### src/rtl/sel_pipe_pkg.sv
// -----------------------------------------------------------------------------
// sel_pipe_pkg
// Shared constants and helpers for the operand select pipeline stage.
//   clog2 / sel_width : size of the encoded select for a given input count.
//   entry_* helpers   : layout of a stored entry, packed as {err, src, data}.
//   SEL_ERR_DEFAULT_IDX : input routed to the output when the select is out
//                         of range (the entry is then tagged err=1).
// -----------------------------------------------------------------------------
package sel_pipe_pkg;

    localparam int SEL_ERR_DEFAULT_IDX = 0;

    // Ceiling log2; clog2(1) = 0.
    function automatic int clog2(input int value);
        int result;
        int rem;
        result = 0;
        rem    = value - 1;
        while (rem > 0) begin
            result = result + 1;
            rem    = rem >> 1;
        end
        return result;
    endfunction

    // Select width never drops below one bit, even for tiny input counts.
    function automatic int sel_width(input int num_in);
        int w;
        w = clog2(num_in);
        if (w < 1) begin
            w = 1;
        end else begin
            w = w;
        end
        return w;
    endfunction

    // Total bits of one entry: data + src + err.
    function automatic int entry_width(input int width, input int sel_w);
        return width + sel_w + 1;
    endfunction

    // Bit position of the err flag within an entry.
    function automatic int entry_err_bit(input int width, input int sel_w);
        return width + sel_w;
    endfunction

endpackage

### src/rtl/sel_pipe_stage_skid_reg2.sv
// -----------------------------------------------------------------------------
// skid_reg2
// Generic two-entry valid/ready register slice over an opaque payload.
// The main register drives the outputs; the skid register catches the entry
// accepted while the main register is stalled, so in_ready can come from a
// flop instead of from out_ready.
// Ports:
//   clk, rst_n            clock, asynchronous active-low reset
//   flush                 synchronous clear of both valid flags
//   in_valid/in_ready     upstream handshake (in_ready forced low on flush)
//   in_payload            entry to store
//   out_valid/out_ready   downstream handshake
//   out_payload           entry held in the main register
// -----------------------------------------------------------------------------
module skid_reg2 #(
    parameter int PAYLOAD_W = 8
) (
    input  logic                 clk,
    input  logic                 rst_n,
    input  logic                 flush,
    input  logic                 in_valid,
    output logic                 in_ready,
    input  logic [PAYLOAD_W-1:0] in_payload,
    output logic                 out_valid,
    output logic [PAYLOAD_W-1:0] out_payload,
    input  logic                 out_ready
);

    logic                 main_valid_q;
    logic                 main_valid_d;
    logic                 skid_valid_q;
    logic                 skid_valid_d;
    logic                 in_ready_q;
    logic                 in_ready_d;
    logic [PAYLOAD_W-1:0] main_q;
    logic [PAYLOAD_W-1:0] main_d;
    logic [PAYLOAD_W-1:0] skid_q;
    logic [PAYLOAD_W-1:0] skid_d;
    logic                 accept_s;
    logic                 xfer_s;

    // Next-state for the two entry slots; flush overrides every other case.
    always_comb begin
        accept_s     = in_valid & in_ready_q & ~flush;
        xfer_s       = main_valid_q & out_ready;
        main_valid_d = main_valid_q;
        skid_valid_d = skid_valid_q;
        main_d       = main_q;
        skid_d       = skid_q;

        if (flush) begin
            // Only the valid flags clear; payload flops keep stale contents.
            main_valid_d = 1'b0;
            skid_valid_d = 1'b0;
        end else begin
            case ({main_valid_q, skid_valid_q})
                2'b00: begin
                    if (accept_s) begin
                        main_d       = in_payload;
                        main_valid_d = 1'b1;
                    end else begin
                        main_valid_d = 1'b0;
                    end
                end
                2'b10: begin
                    if (accept_s && xfer_s) begin
                        // Pass-through: occupancy stays at one.
                        main_d = in_payload;
                    end else if (accept_s) begin
                        skid_d       = in_payload;
                        skid_valid_d = 1'b1;
                    end else if (xfer_s) begin
                        main_valid_d = 1'b0;
                    end else begin
                        main_valid_d = 1'b1;
                    end
                end
                2'b11: begin
                    // in_ready_q is low here, so no accept can collide.
                    if (xfer_s) begin
                        main_d       = skid_q;
                        skid_valid_d = 1'b0;
                    end else begin
                        skid_valid_d = 1'b1;
                    end
                end
                default: begin
                    // Skid full with main empty is unreachable; recover empty.
                    main_valid_d = 1'b0;
                    skid_valid_d = 1'b0;
                end
            endcase
        end

        in_ready_d = ~skid_valid_d;
    end

    // State registers; reset leaves the slice empty and ready.
    always_ff @(posedge clk or negedge rst_n) begin
        if (!rst_n) begin
            main_valid_q <= 1'b0;
            skid_valid_q <= 1'b0;
            in_ready_q   <= 1'b1;
            main_q       <= {PAYLOAD_W{1'b0}};
            skid_q       <= {PAYLOAD_W{1'b0}};
        end else begin
            main_valid_q <= main_valid_d;
            skid_valid_q <= skid_valid_d;
            in_ready_q   <= in_ready_d;
            main_q       <= main_d;
            skid_q       <= skid_d;
        end
    end

    assign in_ready    = in_ready_q & ~flush;
    assign out_valid   = main_valid_q;
    assign out_payload = main_q;

endmodule

### src/rtl/sel_pipe_stage.sv
// -----------------------------------------------------------------------------
// sel_pipe_stage
// N-way operand select with a registered, back-pressurable output.
// An encoded select picks one of NUM_IN packed inputs; out-of-range selects
// route input SEL_ERR_DEFAULT_IDX and tag the entry with err. Entries are
// held in a two-entry skid slice so one transfer per cycle survives stalls.
// Ports:
//   clk, rst_n           clock, asynchronous active-low reset
//   in_data              NUM_IN*WIDTH packed inputs, input k at [k*WIDTH +: WIDTH]
//   in_sel               encoded select, sampled on accept
//   in_valid/in_ready    upstream handshake
//   flush                synchronous squash of all held entries
//   out_data/out_src/out_err  registered selected data, its select, range error
//   out_valid/out_ready  downstream handshake
// -----------------------------------------------------------------------------
module sel_pipe_stage
    import sel_pipe_pkg::*;
#(
    parameter  int WIDTH  = 32,
    parameter  int NUM_IN = 4,
    localparam int SEL_W  = sel_width(NUM_IN)
) (
    input  logic                    clk,
    input  logic                    rst_n,
    input  logic [NUM_IN*WIDTH-1:0] in_data,
    input  logic [SEL_W-1:0]        in_sel,
    input  logic                    in_valid,
    output logic                    in_ready,
    input  logic                    flush,
    output logic [WIDTH-1:0]        out_data,
    output logic [SEL_W-1:0]        out_src,
    output logic                    out_err,
    output logic                    out_valid,
    input  logic                    out_ready
);

    localparam int ENTRY_W = entry_width(WIDTH, SEL_W);

    typedef struct packed {
        logic             err;
        logic [SEL_W-1:0] src;
        logic [WIDTH-1:0] data;
    } entry_t;

    logic [WIDTH-1:0] sel_data_s;
    logic             sel_err_s;
    entry_t           in_entry_s;
    entry_t           out_entry_s;
    logic [ENTRY_W-1:0] in_payload_s;
    logic [ENTRY_W-1:0] out_payload_s;

    // Select mux: a linear compare keeps non-power-of-two counts safe, and
    // any select without a match falls back to the default input with err.
    always_comb begin
        sel_data_s = in_data[SEL_ERR_DEFAULT_IDX*WIDTH +: WIDTH];
        sel_err_s  = 1'b1;
        for (int k = 0; k < NUM_IN; k++) begin
            if (in_sel == SEL_W'(k)) begin
                sel_data_s = in_data[k*WIDTH +: WIDTH];
                sel_err_s  = 1'b0;
            end else begin
                sel_err_s = sel_err_s;
            end
        end
    end

    // Entry packing into the opaque payload of the skid slice.
    always_comb begin
        in_entry_s.err  = sel_err_s;
        in_entry_s.src  = in_sel;
        in_entry_s.data = sel_data_s;
        in_payload_s    = in_entry_s;
        out_entry_s     = out_payload_s;
    end

    skid_reg2 #(
        .PAYLOAD_W (ENTRY_W)
    ) u_skid (
        .clk         (clk),
        .rst_n       (rst_n),
        .flush       (flush),
        .in_valid    (in_valid),
        .in_ready    (in_ready),
        .in_payload  (in_payload_s),
        .out_valid   (out_valid),
        .out_payload (out_payload_s),
        .out_ready   (out_ready)
    );

    // Outputs come straight from the main register of the slice.
    assign out_data = out_entry_s.data;
    assign out_src  = out_entry_s.src;
    assign out_err  = out_entry_s.err;

endmodule

### config.mk
export PLATFORM = sky130hd
export DESIGN_NAME = sel_pipe_stage
export DESIGN_NICKNAME = d
export VERILOG_FILES = /design/src/rtl/sel_pipe_pkg.sv /design/src/rtl/sel_pipe_stage_skid_reg2.sv /design/src/rtl/sel_pipe_stage.sv
export SDC_FILE = /design/constraint.sdc
export NUM_CORES = 1
export LEC_CHECK = 0
export ABC_CLOCK_PERIOD_IN_PS = 2850
export BUFFER_PORTS_ARGS = -buffer_cell sky130_fd_sc_hd__buf_2
export CORE_UTILIZATION = 53
export CTS_CLUSTER_DIAMETER = 120
export DETAILED_ROUTE_END_ITERATION = 6
export HOLD_SLACK_MARGIN = 0.03
export PLACE_DENSITY_LB_ADDON = 0.1
export SETUP_SLACK_MARGIN = 0.2
export SYNTH_ARGS = -nofsm -noshare
export SYNTH_HDL_FRONTEND = slang
export SYNTH_SLANG_ARGS = --single-unit
### constraint.sdc
create_clock -name clk -period 2.85 [get_ports clk]
set_input_delay 0.57 -clock clk [delete_from_list [all_inputs] [get_ports clk]]
set_output_delay 0.57 -clock clk [all_outputs]
set_load 0.005 [all_outputs]
==> key figures <==
Floorplanning
  – Height of the chip: 92.4 um
  – Boundary Pins: 172
  – Effective utilization at floorplan: 55.4%
  – Placeable core area: 7810 sq um
  – Die Span X: 92.4 um
  – Placement Rows: 32
  – Full die area: 8530 sq um

Place
  – Inst Count DP: 612
  – Count of buffers from port buffering: 171
  – Cell area after placement: 5290 sq um
  – Global placement routability congestion: 0.770
  – Final HPWL from detailed placement: 7.38 mm
  – Post-Place Worst Slack: 615 ps

Synthesis
  – Net Count, Synth: 490
  – #FFs+latches synth: 73
  – EDFF count, synth: 0
  – Synthesized cell area: 4330 sq um
  – Mean cell area of the mapped netlist: 12.2 sq um
  – Share of synthesized area occupied by flip-flops and latches: 42.2%
  – Proportion of synthesized flip-flops having asynchronous set or reset: 100%
  – Gate count of the mapped netlist: 355
  – Largest area contributor in the netlist: sky130_fd_sc_hd__dfrtp_1
  – Area fraction of the dominant cell type after synthesis: 41.6%
  – Yosys cell types: 24
  – Ranking of synthesized cells by area: sky130_fd_sc_hd__dfrtp_1 42%, sky130_fd_sc_hd__mux2i_1 22%, sky130_fd_sc_hd__mux2_2 17%, sky130_fd_sc_hd__o221ai_1 6.5%, sky130_fd_sc_hd__nand3_1 3.8%
  – Most used flip-flop cell after synthesis: sky130_fd_sc_hd__dfrtp_1
  – Synth warn: 0

Clock tree
  – Setup repair bufs after CTS: 0
  – Clock insertion delay at the later pin of the skew report: 340 ps
  – Clock-pin slew of the registers on the worst-case setup and hold paths: 80 ps
  – Clock tree root driver cell: sky130_fd_sc_hd__clkbuf_8
  – Deepest clock path buffer count: 2
  – # H-tree levels: 3
  – Post-CTS resize count: 0
  – Cts-stage hold buffer count: 0
  – CTS tree: done
  – Clock Sinks: 73
  – TritonCTS buffer count: 9

Detailed routing
  – Final routed wirelength across all metal layers: 10.5 mm
  – First-pass iteration count of the detailed router: 4
  – Wirelength per Cell: 16.7 um
  – Number of DRC markers after the initial detailed-route iteration: 160
  – Remaining antenna violation count after routing: 0
  – Per-cell via count in the routed design: 5.70
  – Vias: 3,577
  – DRC violations left: 0

Timing
  – Fraction of the cycle the final worst path needs: 76.3%
  – Clock period minus worst slack: 2170 ps
  – Max-slew headroom at the worst pin: 39.6%
  – RSZ-0062 raised after global routing: false
  – FMAX: 0.460 GHz
  – Clk_skew: 6.62 ps
  – Slew @ Worst Pin: 906 ps
  – Setup TNS after final layout: 0 ps
  – Post-route worst setup slack: 676 ps
  – Number of hold violations in the final report: 0
  – Total setup violations reported at the end of the flow: 0
  – Count of final max-slew check failures: 0

Critical path
  – CP Capture Type: flop
  – Critical path peak fanout: 18
  – Worst-path cell chain: a21bo_2 -> buf_4 -> o221ai_1 -> mux2_2
  – Data arrival at the endpoint of the critical path: 2410 ps
  – Critical Path Start Type: flop
  – Data required time at the worst endpoint: 3080 ps
  – Crit Path Class: flop to flop
  – Crit path max-delay cell type: sky130_fd_sc_hd__dfrtp_1
  – Slowest Stage Delay on Critical Path: 760 ps

Pwr
  – Net switching power figure: 0.839 mW
  – Worst VDD drop: 381 uV
  – Fraction of power consumed by sequential logic: 43.5%
  – Share of total power consumed by net switching: 25.4%
  – Proportion of power drawn by combinational gates: 23.4%
  – Power per unit of standard cell area: 594 nW/um^2
  – Share of power burned in the clock network: 33.1%
  – Internal power: 2.47 mW
  – Lkg Pwr: 2.79 nW

GRT
  – Vias in the first global route: 3,553
  – Global-route wire length before repair: 16.7 mm
  – Overflow left after global routing: 0
  – Largest net degree at the start of global routing: 74
  – Antenna violations before repair: 0
  – Global-route usage over all layers: 24.9%

Finish
  – Area growth syn-to-layout: 28.6%
  – Filler cells: 596
  – Footprint of the flip-flops and latches: 1830 sq um
  – Non-filler cells in the finished layout: 628
  – Final #Nets: 656
  – Number of diodes: 0
  – Share of layout cells above drive strength 1: 52.3%
  – Area used by multi-input combinational logic: 2320 sq um
  – Final non-filler cell area: 5560 sq um

Min path
  – Hold Crit Class: input port to async pin

Run status
  – Result of the run: finished clean

Job
  – Number of max-cap violations: 0
stage by stage:
| step | total power, mW | utilization, % | hold slack, ps |
|---|---|---|---|
| after global placement | 2.20 | 67.7 | 467 |
| final | 3.31 | 71.3 | 348 |
| after CTS | 3.33 | 71.3 | 387 |
| after detailed placement | 2.23 | 67.7 | 475 |
| after floorplan | 1.89 | - | 274 |
| after global routing | 3.46 | 71.3 | 441 |
cells in the final DEF (no fill, tap or decap), types with 3 or more instances in the layout:
| master | count |
|---|---|
| sky130_fd_sc_hd__buf_2 | 169 |
| sky130_fd_sc_hd__buf_4 | 18 |
| sky130_fd_sc_hd__bufinv_16 | 4 |
| sky130_fd_sc_hd__clkbuf_8 | 11 |
| sky130_fd_sc_hd__dfrtp_1 | 72 |
| sky130_fd_sc_hd__mux2_1 | 3 |
| sky130_fd_sc_hd__mux2_2 | 67 |
| sky130_fd_sc_hd__mux2i_1 | 96 |
| sky130_fd_sc_hd__nand3_1 | 33 |
| sky130_fd_sc_hd__nor2b_1 | 3 |
| sky130_fd_sc_hd__o221ai_1 | 32 |
power by group through the flow:
stage	Sequential (mW)	Combinational (mW)	Clock, mW
global route	1.47	0.845	1.15
CTS	1.44	0.785	1.11
floorplan	1.44	0.456	0
global placement	1.44	0.759	0
detailed placement	1.45	0.781	0
finish	1.44	0.775	1.09
cells by family after synthesis:
kind of cell    share of synthesized area (%)
mux                                      40.4
flops                                    42.3
simple gates                             5.41
compound gates                           7.87
buf+inv                                  4.05
worst paths after layout:
check | start | to | slack (ps) | cells after the start
max | u_skid.out_valid | u_skid.out_payload[9] | 680 | 4
min | rst_n | u_skid.out_payload[1] | 350 | 1
max reg2reg | u_skid.out_valid | u_skid.out_payload[9] | 680 | 4
min reg2reg | u_skid.out_payload[32] | u_skid.out_payload[32] | 500 | 1
max in group asynchronous | rst_n | u_skid.skid_q[14] | 1910 | 1
min in group clk | u_skid.out_payload[32] | u_skid.out_payload[32] | 500 | 1
critical path: cells and delay by family (launching register included):
family          cells  cell delay [ps]
compound gates      2              690
buf+inv             1              330
flops               1              760
mux                 1              280
registers in the layout (all words and copies together), names as in the netlist:
register	count
u_skid.out_payload	35
u_skid.skid_q	35
u_skid.in_ready_q	1
u_skid.out_valid	1
u_skid.skid_valid_q	1
final cells by class:
class | instances | share of cell area [%]
Inverter | 2 | 0.135
Clock buffer | 11 | 2.72
Multi-Input combinational cell | 247 | 41.8
Timing Repair Buffer | 188 | 18.0
Tap cell | 102 | 2.29
Clock inverter | 5 | 2.25
Sequential cell | 73 | 32.9
synth_stat cells, drive strengths merged (2+ instances only):
cell	number
mux2	70
dfrtp	72
clkbuf	12
nand2	2
nor2b	3
inv	2
buf	21
o221ai	32
a21oi	2
nand3	33
mux2i	96
per-layer routing:
layer | wire [um] | global-route usage, % | share of wire, %
met5 | 0 | 0 | 0
met4 | 112 | 8.85 | 1.1
met3 | 678 | 4.35 | 6.5
met2 | 5170 | 40.9 | 49
met1 | 4540 | 33.3 | 43
(Power assumes the default switching activity.)
